File: src/rtl/whack_mole_engine.sv
// Whack-a-Mole game engine: an LFSR picks a lit hole, switch toggles score hits or misses,
// and each round ends on a toggle or a timeout. Drives the LED bank and the score counters.
module whack_mole_engine #(
  parameter int          N_HOLES        = 16,
  parameter int          ROUNDS         = 32,
  parameter int          SCORE_W        = 6,
  parameter int          TIMEOUT_CYCLES = 100000000,
  parameter int          TMR_W          = 27,
  parameter logic [15:0] LFSR_SEED      = 16'hACE1
) (
  input  logic               clk,
  input  logic               reset,
  input  logic               start,
  input  logic [N_HOLES-1:0] sw,
  output logic [N_HOLES-1:0] LED,
  output logic [SCORE_W-1:0] score_count,
  output logic [SCORE_W-1:0] miss_count,
  output logic [7:0]         round_count,
  output logic               game_over
);

  typedef enum logic [2:0] {
    S_IDLE,
    S_ARM,
    S_WAIT,
    S_GAP,
    S_DONE
  } state_t;

  localparam logic [TMR_W-1:0] TMR_LAST =
    (TIMEOUT_CYCLES == 0) ? '0 : TMR_W'(TIMEOUT_CYCLES - 1);
  localparam logic [SCORE_W-1:0] CNT_MAX = '1;

  state_t             state_q, state_d;
  logic [15:0]        lfsr_q, lfsr_d;
  logic [N_HOLES-1:0] sw_q, sw_d;
  logic [3:0]         target_q, target_d;
  logic [4:0]         prev_q, prev_d;
  logic [TMR_W-1:0]   timer_q, timer_d;
  logic [SCORE_W-1:0] score_q, score_d;
  logic [SCORE_W-1:0] miss_q, miss_d;
  logic [7:0]         round_q, round_d;

  logic [N_HOLES-1:0] tog;
  logic [N_HOLES-1:0] target_oh;
  logic [3:0]         cand;
  logic               cand_ok;
  logic               timed_out;

  always_comb begin
    lfsr_d    = {lfsr_q[14:0], lfsr_q[15] ^ lfsr_q[13] ^ lfsr_q[12] ^ lfsr_q[10]};
    sw_d      = sw;
    tog       = sw ^ sw_q;
    target_oh = N_HOLES'(1) << target_q;
    cand      = lfsr_q[3:0];
    cand_ok   = (int'(cand) < N_HOLES) && ({1'b0, cand} != prev_q);
    timed_out = (TIMEOUT_CYCLES != 0) && (timer_q == TMR_LAST);

    state_d  = state_q;
    target_d = target_q;
    prev_d   = prev_q;
    timer_d  = timer_q;
    score_d  = score_q;
    miss_d   = miss_q;
    round_d  = round_q;

    case (state_q)
      S_IDLE, S_DONE: begin
        if (start) begin
          score_d = '0;
          miss_d  = '0;
          round_d = '0;
          state_d = S_ARM;
        end
      end
      S_ARM: begin
        if (cand_ok) begin
          target_d = cand;
          prev_d   = {1'b0, cand};
          timer_d  = '0;
          state_d  = S_WAIT;
        end
      end
      S_WAIT: begin
        timer_d = timer_q + TMR_W'(1);
        // A hit requires exactly the lit switch; any extra toggle turns it into a miss.
        if (tog == target_oh) begin
          if (score_q != CNT_MAX) score_d = score_q + SCORE_W'(1);
          round_d = round_q + 8'd1;
          state_d = S_GAP;
        end else if ((tog != '0) || timed_out) begin
          if (miss_q != CNT_MAX) miss_d = miss_q + SCORE_W'(1);
          round_d = round_q + 8'd1;
          state_d = S_GAP;
        end
      end
      S_GAP: begin
        state_d = (round_q == 8'(ROUNDS)) ? S_DONE : S_ARM;
      end
      default: state_d = S_IDLE;
    endcase
  end

  always_comb begin
    LED = '0;
    case (state_q)
      S_WAIT:  LED = target_oh;
      S_DONE:  LED = '1;
      default: LED = '0;
    endcase
    game_over   = (state_q == S_DONE);
    score_count = score_q;
    miss_count  = miss_q;
    round_count = round_q;
  end

  always_ff @(posedge clk) begin
    if (reset) begin
      state_q  <= S_IDLE;
      lfsr_q   <= LFSR_SEED;
      sw_q     <= sw;
      target_q <= '0;
      prev_q   <= 5'(N_HOLES);
      timer_q  <= '0;
      score_q  <= '0;
      miss_q   <= '0;
      round_q  <= '0;
    end else begin
      state_q  <= state_d;
      lfsr_q   <= lfsr_d;
      sw_q     <= sw_d;
      target_q <= target_d;
      prev_q   <= prev_d;
      timer_q  <= timer_d;
      score_q  <= score_d;
      miss_q   <= miss_d;
      round_q  <= round_d;
    end
  end

endmodule

File: config.mk
export PLATFORM = sky130hd
export DESIGN_NAME = whack_mole_engine
export DESIGN_NICKNAME = d
export VERILOG_FILES = /design/src/rtl/whack_mole_engine.sv
export SDC_FILE = /design/constraint.sdc
export NUM_CORES = 1
export LEC_CHECK = 0
export BUFFER_PORTS_ARGS = -buffer_cell sky130_fd_sc_hd__buf_2
export CAP_MARGIN = 20
export CORE_MARGIN = 5
export CORE_UTILIZATION = 29
export CTS_BUF_LIST = sky130_fd_sc_hd__clkbuf_4 sky130_fd_sc_hd__clkbuf_8 sky130_fd_sc_hd__clkbuf_16
export CTS_CLUSTER_DIAMETER = 100
export DETAILED_ROUTE_END_ITERATION = 8
export GPL_TIMING_DRIVEN = 1
export MAX_ROUTING_LAYER = met4
export PLACE_DENSITY = 0.49
export SLEW_MARGIN = 10
export SYNTH_ARGS = -nofsm -noshare
export SYNTH_HDL_FRONTEND = slang
export SYNTH_SLANG_ARGS = --single-unit
File: constraint.sdc
create_clock -name clk -period 2.4 [get_ports clk]
set_input_delay 0.24 -clock clk [delete_from_list [all_inputs] [get_ports clk]]
set_output_delay 0.24 -clock clk [all_outputs]
set_load 0.05 [all_outputs]
==> run metrics <==
status finished, violations left; failing checks negative setup slack; Initial Util 0.2984; Synth Area in Compound Gates 0.1615; Rows 44; CTS tree yes; Hold Vio Cnt, Final 0; Num CTS Buffers 9; total grt overflow 0; 1st-iter DRT viols 193; number of global-route vias before repair 3891; commonest non-fill, non-tap cell in the layout dfxtp_1; Yosys warnings 0; top-area cell type share of the netlist area 0.3986; worst-path maximum fanout 7; final setup violating endpoints 5; Post-synth EDFFs 0; Layout Cells excl Fill 808; # hold bufs at CTS 0; asr flop ratio synth 0; worst setup path end score_count[4]$_SDFFE_PP0P_; Min-Delay Path Class in -> reg; CORE AREA 14640 um^2; R2R Setup Slk -0.08 ns; Power Density 648.7 nW/um^2; Layout Skew 0.007444 ns; Area Growth Syn to Fin 29.78%; critical path required time 2.64 ns; Critical Path AT 2.72 ns; crit path from target_q[2]$_SDFFE_PP0P_; Psw 0.0009115 W; DP Cell Count 791; nets 643; drc violations 0; boundary pin count 56; GP Congestion 0.7931; Mean Syn Cell Area 8.370 um^2; Via density 5.000; die span in y 132.7 um; final WL 10950 um; leakage power 2.269 nW; clk root buf clkbuf_16; Pre-antenna DRT Iters 4; Final Core Density 0.3872; clock sinks 87; first-pass GRT wire length 18830 um; Pins Over Slew Limit 0; crit-path leading delay family simple AND/OR/NAND/NOR gates; main combinational cell family by area after synthesis simple AND/OR/NAND/NOR gates; sequential share of the synthesized area 0.3986; Final HPWL DP 8033 um; largest net degree at the start of global routing 36; post-route setup slack -0.08250 ns; Crit. path cell count 7; n_diodes 0; Mapped Cells 522; kind of critical path reg -> reg; share of cells above drive strength 1 0.2772; Clock Latency Late Sink 0.34 ns; Synth Area in Simple Gates 0.3050; Worst R2R End score_count[4]$_SDFFE_PP0P_; Buf+Inv Stages, Crit Path 0; sw frac 0.2478; MaxCap Viol Count 0; Adder-Cell Fraction of Synth Area 0.01432; commonest non-fill, non-tap cells in the layout dfxtp_1, buf_4, buf_2; Tot GR Track Use 0.1315; Distinct cells, synth 57; ranking of synthesized cells by area dfxtp_1, nand3_1, a21oi_1; Startpoint Class register; f_max 402.8 MHz; DR vias 4040; slowest stage delay, CP 0.57 ns; peak supply drop 0.4685 mV; Clock power frac 0.445; Port Buffers 55; worst r2r src target_q[2]$_SDFFE_PP0P_; mux contribution to synthesized area 0.01947; initial antenna violation count 0; Final Cycle Share 1.034; synthesized area 4369 um^2; r2r worst-path depth 7; Slew HR 0.6390; DIE AREA 17620 um^2; most common flop cell mapped by yosys dfxtp_1; Reg power frac 0.416; slowest stage cell, crit path or4b_4; Post-Synth XOR/XNOR Area 0.05613; internal power 0.002767 W; Worst setup EP type register; drt wl/cell 13.55 um; Yosys reg bits 87; CTS Buffer Depth 2; critical-path cell list nand2_4 -> or4_4 -> o211ai_2 -> nand4_1 -> or4b_4 -> or4_1 -> o211a_1; # H-tree levels 3; unrepaired setup endpoints after global routing true; clock slew at reported path FFs 0.06 ns; Final min period 2.483 ns; post-synth top area cell dfxtp_1; Chip Width 132.7 um; Comb pwr share 0.138; Post-Syn Nets 546; Worst-Margin Slew 0.5415 ns; Post-DRT Antenna Nets 0
==> routing by layer <==
metal  GRT usage  wire [um]
met2      0.2127       5065
met4     0.03637        114
met5           -          0
met1      0.1657       5331
met3     0.02961        436
==> synthesized netlist by cell type, drive strengths merged, types with 5 or more instances <==
cell type / n
a21oi: 33
a311oi: 5
a31oi: 6
and3: 13
and4: 8
buf: 14
clkbuf: 15
dfxtp: 87
ha: 5
inv: 16
nand2: 38
nand2b: 6
nand3: 34
nand4: 14
nand4b: 6
nor2: 44
nor2b: 11
nor3: 6
nor4: 7
o211ai: 14
o21ai: 35
or2: 12
or3: 16
or3b: 6
xnor2: 13
xor2: 15
==> worst register-to-register path, stage by stage (launching register included) <==
cell	delay [ns]
dfxtp_4	0.40
nand2_4	0.05
or4_4	0.50
o211ai_2	0.16
nand4_1	0.13
or4b_4	0.57
or4_1	0.42
o211a_1	0.14
==> worst min-delay path by stage <==
stage	startpoint	endpoint	slack [ns]	depth (start not counted)
6_report	sw[1]	sw_q[1]$_DFF_P_	0.02	1
5_1_grt	sw[8]	sw_q[8]$_DFF_P_	0.01	1
3_5_place_dp	sw[1]	sw_q[1]$_DFF_P_	0.37	1
3_3_place_gp	sw[14]	sw_q[14]$_DFF_P_	0.37	1
4_1_cts	sw[2]	sw_q[2]$_DFF_P_	0.009	1
2_1_floorplan	sw[0]	sw_q[0]$_DFF_P_	0.27	0
==> through the flow <==
step                hold WS, ns  TNS [ns]  instance area, um^2  setup WS [ns]  power (W)
floorplan                0.2677    -1.181                 4379        -0.2921   0.001866
global placement         0.3676   -0.9588                 5186        -0.1489   0.002052
detailed placement       0.3708    -1.770                 5186        -0.2234   0.002059
CTS                    0.008835   -0.2165                 5607       -0.08389   0.003727
global route            0.01184    -1.339                 5670        -0.1809   0.003858
finish                  0.02373   -0.2092                 5670       -0.08250   0.003678
==> repair_timing <==
item | 4_1_cts | 5_1_grt
resized for setup | 17 | 20
endpoints found under the setup margin | 16 | 23
setup buffers | 0 | 1
pin swaps | 4 | 4
==> sequential cells by signal, indices dropped and copies added, names as in the netlist <==
| signal | cells |
|---|---|
| timer_q | 27 |
| lfsr_q | 16 |
| sw_q | 16 |
| round_count | 8 |
| miss_count | 6 |
| score_count | 6 |
| state_q | 3 |
| target_q | 3 |
| prev_q | 2 |
==> kinds of logic (layout without fill, tap and decap cells) <==
family,Yosys count,count (layout)
mux,8,8
fa+ha+maj,5,5
compound gates,113,113
buf+inv,45,147
simple gates,236,236
xor+xnor,28,28
flops,87,87
==> area by class of cell <==
type / instances / area, um^2
Sequential cell: 87 / 1754
Timing Repair Buffer: 115 / 759.5
Tap cell: 184 / 230.2
Clock buffer: 11 / 246.5
Clock inverter: 5 / 103.9
Fill cell: 1497 / 8974
Inverter: 16 / 60.06
Multi-Input combinational cell: 390 / 2516
==> power by group through the flow <==
stage          Combinational, W  Clock (W)  Sequential (W)
2_1_floorplan          0.000308          0         0.00156
3_3_place_gp           0.000493          0         0.00156
3_5_place_dp           0.000499          0         0.00156
4_1_cts                0.000506    0.00169         0.00153
5_1_grt                0.000570    0.00175         0.00154
6_report               0.000509    0.00164         0.00153
Note: power is estimated with default switching activity, not from simulation.
